## config.mk

```make
export PLATFORM = sky130hd
export DESIGN_NAME = pe_sequencer
export DESIGN_NICKNAME = d
export VERILOG_FILES = /design/src/rtl/pe_sequencer.sv
export SDC_FILE = /design/constraint.sdc
export NUM_CORES = 1
export LEC_CHECK = 0
export BUFFER_PORTS_ARGS = -buffer_cell sky130_fd_sc_hd__buf_2
export CORE_MARGIN = 1.5
export CORE_UTILIZATION = 35
export DETAILED_ROUTE_END_ITERATION = 6
export HOLD_SLACK_MARGIN = 0.15
export PLACE_DENSITY_LB_ADDON = 0.25
export REMOVE_ABC_BUFFERS = 1
export SKIP_CTS_REPAIR_TIMING = 1
export SYNTH_ARGS = -nofsm -noshare
export SYNTH_HDL_FRONTEND = slang
export SYNTH_SLANG_ARGS = --single-unit
export TNS_END_PERCENT = 20
```

## constraint.sdc

```tcl
create_clock -name clk -period 1.2 [get_ports clk]
set_input_delay 0.06 -clock clk [delete_from_list [all_inputs] [get_ports clk]]
set_output_delay 0.06 -clock clk [all_outputs]
set_load 0.02 [all_outputs]
```

## src/rtl/pe_sequencer.sv

```systemverilog
// Sequencer feeding a single dot-product PE: loads weights into a ping-pong
// SRAM bank, streams inputs with one-cycle-delayed weight reads, captures the result.
module pe_sequencer #(
  parameter int WEIGHT_BIT = 32,
  parameter int VEC_LEN    = 16,
  parameter int ADDR_W     = $clog2(VEC_LEN)
) (
  input  logic                  clk,
  input  logic                  reset,
  input  logic                  start,
  input  logic                  reuse_weights,
  input  logic                  w_valid,
  input  logic [WEIGHT_BIT-1:0] w_data,
  output logic                  w_ready,
  input  logic                  x_valid,
  input  logic [WEIGHT_BIT-1:0] x_data,
  output logic                  x_ready,
  output logic [WEIGHT_BIT-1:0] pe_weight,
  output logic [WEIGHT_BIT-1:0] pe_input_data,
  output logic                  pe_demux_select,
  output logic                  pe_mux_select,
  output logic                  pe_write_enable,
  output logic                  pe_read_enable,
  output logic [ADDR_W-1:0]     pe_addr,
  output logic                  pe_clear,
  input  logic [WEIGHT_BIT-1:0] pe_out,
  output logic                  out_valid,
  output logic [WEIGHT_BIT-1:0] out_data,
  input  logic                  out_ready,
  output logic                  busy
);

  typedef enum logic [2:0] {IDLE, LOAD, CLEAR, RUN, TAIL, OUT} state_t;

  localparam logic [ADDR_W-1:0] LAST = ADDR_W'(VEC_LEN - 1);

  state_t                  state_q, state_d;
  logic [ADDR_W-1:0]       cnt_q, cnt_d;
  logic [ADDR_W-1:0]       rd_addr_q, rd_addr_d;
  logic                    rd_issued_q, rd_issued_d;
  logic                    load_bank_q, load_bank_d;
  logic                    run_bank_q, run_bank_d;
  logic                    bank_loaded_q, bank_loaded_d;
  logic [WEIGHT_BIT-1:0]   out_data_q, out_data_d;

  always_ff @(posedge clk) begin
    if (!reset) begin
      state_q       <= IDLE;
      cnt_q         <= '0;
      rd_addr_q     <= '0;
      rd_issued_q   <= 1'b0;
      load_bank_q   <= 1'b0;
      run_bank_q    <= 1'b0;
      bank_loaded_q <= 1'b0;
      out_data_q    <= '0;
    end else begin
      state_q       <= state_d;
      cnt_q         <= cnt_d;
      rd_addr_q     <= rd_addr_d;
      rd_issued_q   <= rd_issued_d;
      load_bank_q   <= load_bank_d;
      run_bank_q    <= run_bank_d;
      bank_loaded_q <= bank_loaded_d;
      out_data_q    <= out_data_d;
    end
  end

  // Ready/valid depend on state only, never on the incoming valids.
  assign w_ready         = (state_q == LOAD);
  assign x_ready         = (state_q == RUN);
  assign out_valid       = (state_q == OUT);
  assign busy            = (state_q != IDLE);
  assign out_data        = out_data_q;
  assign pe_mux_select   = run_bank_q;
  assign pe_demux_select = load_bank_q;

  always_comb begin
    state_d         = state_q;
    cnt_d           = cnt_q;
    rd_addr_d       = rd_addr_q;
    rd_issued_d     = rd_issued_q;
    load_bank_d     = load_bank_q;
    run_bank_d      = run_bank_q;
    bank_loaded_d   = bank_loaded_q;
    out_data_d      = out_data_q;
    pe_write_enable = 1'b0;
    pe_read_enable  = 1'b0;
    pe_clear        = 1'b0;
    pe_addr         = '0;
    pe_weight       = '0;
    pe_input_data   = '0;

    case (state_q)
      IDLE: begin
        if (start) begin
          cnt_d   = '0;
          state_d = (reuse_weights && bank_loaded_q) ? CLEAR : LOAD;
        end
      end
      LOAD: begin
        if (w_valid) begin
          pe_write_enable = 1'b1;
          pe_addr         = cnt_q;
          pe_weight       = w_data;
          cnt_d           = cnt_q + ADDR_W'(1);
          if (cnt_q == LAST) begin
            state_d       = CLEAR;
            run_bank_d    = load_bank_q;
            load_bank_d   = ~load_bank_q;
            bank_loaded_d = 1'b1;
          end
        end
      end
      CLEAR: begin
        pe_clear    = 1'b1;
        cnt_d       = '0;
        rd_addr_d   = '0;
        rd_issued_d = 1'b0;
        state_d     = RUN;
      end
      RUN: begin
        // Weight read lags its input by one cycle; after a bubble it repeats
        // the last address while the registered input is zero.
        pe_read_enable = rd_issued_q;
        pe_addr        = rd_addr_q;
        if (x_valid) begin
          pe_input_data = x_data;
          rd_addr_d     = cnt_q;
          rd_issued_d   = 1'b1;
          cnt_d         = cnt_q + ADDR_W'(1);
          if (cnt_q == LAST) begin
            state_d = TAIL;
          end
        end
      end
      TAIL: begin
        pe_read_enable = 1'b1;
        pe_addr        = LAST;
        out_data_d     = pe_out;
        state_d        = OUT;
      end
      OUT: begin
        if (out_ready) begin
          state_d = IDLE;
        end
      end
      default: state_d = IDLE;
    endcase
  end

endmodule
```

==> results.toml, run 1 <==
[routing]
firstDrtPassIters = 4
vias_per_cell = 4.683
wl_per_cell_um = 14.00
drc = 0
drtIter0Drc = 121
vias = 3189
postRouteAntennaNets = 0
wl_um = 9532

[place]
place.gp.congestion = 0.8435
port_buffers = 211
place_inst = 629
pre_cts_slack_ns = -0.1941
dpl_cell_area_um2 = 3779
dp_hpwl_um = 5914

[synth]
syn-cell-area_um2 = 2480
ys_seq_area_frac = 0.3794
synth_seq_cells = 47
synth_compound_area_frac = 0.1534
synth_edf_count = 0
async_flop_share = 0
synth_top_family_by_area = "simple AND/OR/NAND/NOR gates"
ys_warn_count = 0
synthMuxAreaShare = 0.02069
synth_simple_gate_area_frac = 0.3764
syn_inst = 320
synthAdderAreaFrac = 0.005045
yosysTopAreaCell = "dfxtp_1"
synth_xor_area_frac = 0
synthDistinctLibCells = 45
ys.flop_type = "dfxtp_1"
yosys.area.top_type_share = 0.3794
avgSynthCellArea_um2 = 7.750
synth_area_leaders = "dfxtp_1 (38%), and2_1 (16%), nand2_1 (12%)"

[power]
switchingPower_mw = 1.562
seq_power_share = 0.338
power.density_cell_area_nw_per_um2 = 1030
combPwrFrac = 0.398
ir_drop_uv = 523.9
swShare = 0.3060
p_total_mw = 5.104
power_leakage_nw = 2.405
p_int_mw = 3.542
clock_power_share = 0.264

[layout]
area_delta_synth_final_pct = 99.85
drive_gt1_frac = 0.5368
design_area_um2 = 4956
layout.cells.non_filler = 681
post-route-util = 0.7255
diodes = 0
finalNetCount = 688

[status]
status = "finished, violations left"
violations = "setup timing"

[sta]
slew_headroom = 0.8158
hold_slack_ns = 0.1457
tightest_slew_ns = 0.2685
slew_viol_final = 0
period_needed_ns = 1.649
hold_viol = 0
setup_viol = 121
fin_setup_tns_ns = -35.52
skew_ns = 0.007122
rsz0062_at_grt = "yes"
fin_crit_sh = 1.374
fin_ws_ns = -0.4489
max_freq_mhz = 606.5

[clocking]
clock_sinks = 47
cts_root_buffer = "clkbuf_8"
cts.clk_slew.worst_paths_ns = 0.09
cts_made_buffers = 5
clk_latency_ns = 0.29
cts_tree = "built"
cts_htree_levels = 2
clockBufferDepth = 2

[worst_hold_path]
min_from = "reset"
hold_path_class = "input port to register"

[floorplan]
initial_utilization = 0.3630
dieArea_um2 = 7599
std_cell_rows = 30
fp.dieH_um = 87.18
ios = 212
coreArea_um2 = 6832
die_x_um = 87.18

[global_route]
grt_pass1_wl_um = 11240
grt_max_degree = 38
track_usage = 0.1852
antenna_found_initial = 0
overflow = 0
grt_pass1_vias = 2530

[worst_setup_path]
required_ns = 1.14
max_stage_delay_ns = 0.42
path_cells = "buf_6, and4bb_4, clkbuf_16, and2_4, buf_6"
cpMaxStageDelayCell = "and4bb_4"
cp_data_arrival_time_ns = 1.59
critPathLaunchType = "register"
cp-end-kind = "output port"
cp-startpoint = "state_q[2]"
cp_max_fo = 8
worstSetupPathType = "register to output port"
rr_startpoint = "state_q[2]"
cp_common_cell = "buf_6"

[run]
cap_violations = 0
## layer usage
metal,vias to the layer above,routed length (um),global-route usage
met3,6,646,0.05403
met4,0,57,0.04473
met2,136,5072,0.3291
li1,1588,-,-
met5,-,0,0
met1,1459,3755,0.2188
## cells by family (layout without fill, tap and decap cells)
logic type,count (synthesis),count (layout)
DFF,47,47
AOI/OAI and AO/OA,64,64
adders and majority gates,1,1
buffers and inverters,29,294
and+or+nand+nor,174,174
muxes,5,5
## power by group through the flow
stage	registers (mW)	logic [mW]	clock network, mW
2_1_floorplan	1.89	0.663	0
3_3_place_gp	1.75	1.53	0
3_5_place_dp	1.75	1.55	0
4_1_cts	1.72	1.55	1.40
5_1_grt	1.74	2.17	1.45
6_report	1.72	2.03	1.35
## layout by cell type (no fill, tap or decap), types with 2 or more instances in the layout
cell type	count
buf_2	141
nand2_1	76
buf_6	68
dfxtp_1	44
and2_4	43
a21oi_1	43
dlygate4sd3_1	36
buf_4	30
and2_1	21
nand3_1	7
and3b_1	5
clkbuf_8	5
buf_12	5
mux2i_1	4
o21ai_0	3
a211oi_1	3
clkbuf_16	3
or3b_1	2
inv_1	2
o21a_1	2
nor2_1	2
nand2b_1	2
bufinv_16	2
dfxtp_4	2
## flip-flops by register name (all words and copies together), names as in the netlist
| name | flops |
|---|---|
| bank_loaded_q | 1 |
| cnt_q | 4 |
| out_data | 32 |
| pe_demux_select | 1 |
| pe_mux_select | 1 |
| rd_addr_q | 4 |
| rd_issued_q | 1 |
| state_q | 3 |
## worst max-delay path, delay by kind of cell, from the launching register on
family | cells | cell delay (ns)
buffers and inverters | 3 | 0.41
DFF | 1 | 0.34
and+or+nand+nor | 2 | 0.56
## synth_stat cells, drive strengths merged (2+ instances only)
master / count
and3b: 5
a211oi: 4
inv: 3
buf: 20
or3b: 2
clkbuf: 6
o21a: 2
and2: 64
dfxtp: 47
nand2: 77
mux2i: 4
nor2: 3
nand3: 7
o21ai: 4
a21oi: 43
nand2b: 3
## area by class of cell
class,instances,area [um^2]
clock buffer,6,72.57
clock inverter,2,60.06
fill,545,1876
inverter,3,11.26
multi-input combinational,244,1510
sequential,47,949.7
tap,96,120.1
timing repair buffer,283,2232
## path summary, 6_finish.rpt
check                           slack, ns               to  depth (start not counted)
worst min-delay path                 0.15         cnt_q[3]                          3
worst min register to register       0.45      out_data[8]                          2
worst max register to register      -0.27  pe_demux_select                          5
worst max-delay path                -0.45     pe_weight[2]                          5
No activity file was read; power rests on OpenSTA's default activity.
==> run 2, diff against run 1 <==
--- a/config.mk
+++ b/config.mk
@@ -9,8 +9,7 @@
 export CORE_MARGIN = 1.5
 export CORE_UTILIZATION = 35
 export DETAILED_ROUTE_END_ITERATION = 6
-export HOLD_SLACK_MARGIN = 0.15
-export PLACE_DENSITY_LB_ADDON = 0.25
+export PLACE_DENSITY = 0.78
 export REMOVE_ABC_BUFFERS = 1
 export SKIP_CTS_REPAIR_TIMING = 1
 export SYNTH_ARGS = -nofsm -noshare
==> run 2 against run 1 <==
Compared with the run above: the flow finishes with violations (hold timing, setup timing); global-route usage up 0.79 points; core utilization fell by 4.9 points; sequential power about the same; clock-buffer cell count decreased by 1; critical path depth unchanged; maximum frequency shrank 0.54%; design area is 6.8% lower; non-clock buffer count decreased by 17; register-to-register slack got worse by 0.04 ns; first-iteration DRC count is 32% lower; routed wire length decreased by 2.3%; critical endpoint is now pe_weight[7].
==> results.toml, run 2 (synthesized netlist as in run 1, its figures left out) <==
[sta]
max_freq_mhz = 603.2
fin_ws_ns = -0.4578
setup_viol = 122
period_needed_ns = 1.658
tightest_slew_ns = 0.3687
skew_ns = 0.01064
hold_viol = 7
slew_headroom = 0.7540
fin_crit_sh = 1.382
fin_setup_tns_ns = -35.97
slew_viol_final = 0
rsz0062_at_grt = "yes"
hold_slack_ns = -0.01708

[layout]
multi_input_area_um2 = 1478
largest_reg_flops = 32
drive_gt1_frac = 0.5264
final_common_cell = "buf_2"
fill_cells = 544
diodes = 0
finalNetCount = 671
ff_latch_area_um2 = 949.7
mostFrequentLayoutCells = "buf_2 (139), nand2_1 (76), buf_4 (63)"
area_delta_synth_final_pct = 86.33

[clocking]
cts_made_buffers = 5
cts_root_buffer = "clkbuf_8"
cts.clk_slew.worst_paths_ns = 0.10
cts_tree = "built"
clk_latency_ns = 0.31
cts_htree_levels = 2
clock_sinks = 47
clockBufferDepth = 2

[power]
ir_drop_uv = 616.1
power.density_cell_area_nw_per_um2 = 1057
power_leakage_nw = 2.266

[place]
port_buffers = 211
place.gp.congestion = 0.8122
dp_hpwl_um = 6147

[global_route]
overflow = 0
grt_max_degree = 38
track_usage = 0.1931
antenna_found_initial = 0
grt_pass1_vias = 2739
grt_pass1_wl_um = 11790

[worst_setup_path]
max_stage_delay_ns = 0.37
cp_max_fo = 16
worstSetupPathType = "register to output port"
cp_top_family = "simple AND/OR/NAND/NOR gates"
path_cells = "buf_6, and4bb_4, clkbuf_16, and2_1, buf_4"
worstPathBufferInverterCount = 3
critPathLaunchType = "register"
cp-end-kind = "output port"
required_ns = 1.14
cp_data_arrival_time_ns = 1.60
cpMaxStageDelayCell = "dfxtp_4"

[routing]
firstDrtPassIters = 4
wl_um = 9310
drc = 0
wl_per_cell_um = 14.02
drtIter0Drc = 82
vias_per_cell = 4.852
postRouteAntennaNets = 0
vias = 3222

[floorplan]
fp.dieH_um = 87.18
die_x_um = 87.18
dieArea_um2 = 7599
initial_utilization = 0.3630
coreArea_um2 = 6832
ios = 212
std_cell_rows = 30

[status]
violations = "hold timing, setup timing"
status = "finished, violations left"

[run]
cap_violations = 0

[worst_hold_path]
hold_path_class = "input port to register"
==> run 2: cell count changes in the layout (fill, tap and decap cells not counted), sizes merged <==
| cell | previous run | this run |
|---|---|---|
| dlygate4sd3 | 36 | 18 |
| buf | 244 | 246 |
| clkbuf | 9 | 7 |
| bufinv | 2 | 1 |
| clkinvlp | 0 | 1 |
| inv | 3 | 4 |
==> run 2: cell type report <==
type	instances	area share
clock inverter	3	0.01002
tap	96	0.02600
inverter	3	0.002437
multi-input combinational	244	0.3198
sequential	47	0.2055
timing repair buffer	266	0.4213
clock buffer	5	0.01489
==> run 2: worst paths after layout <==
check,startpoint,endpoint,slack [ns],cells after the start
worst max-delay path,state_q[2],pe_weight[7],-0.46,5
worst min-delay path,pe_out[28],out_data[28],-0.02,3
worst max register to register,state_q[1],state_q[0],-0.31,5
worst min register to register,out_data[19],out_data[19],0.46,2
==> run 2: report_power, final <==
part           total [mW]  internal (mW)  switching [mW]
logic                1.95          0.976           0.973
clock network        1.21          0.628           0.579
registers            1.73           1.66          0.0671
==> run 2: worst reg2reg max path: stages (launching register included) <==
cell and delay [ns]:
dfxtp_4 0.38, buf_6 0.14, buf_4 0.15, or4_4 0.50, o31ai_2 0.10, o311a_1 0.18
==> run 2: per-stage QoR <==
stage | cell area [um^2] | util | std cells | power (mW) | worst slack [ns]
floorplan | 2330 | - | 294 | 2.556 | -0.7749
finish | 4621 | 0.6764 | 664 | 4.883 | -0.4578
CTS | 3894 | 0.5700 | 637 | 4.489 | -0.6214
detailed placement | 3779 | 0.5531 | 629 | 3.287 | -0.2562
global route | 4621 | 0.6764 | 664 | 5.111 | -0.5297
global placement | 3779 | 0.5531 | 629 | 3.264 | -0.2515
==> run 2: per-layer routing <==
metal	part of all wire	vias up	track usage
met3	0.067	16	0.04171
met2	0.52	161	0.3714
li1	-	1552	-
met4	0.016	0	0.04906
met1	0.40	1493	0.2130
met5	0	-	0
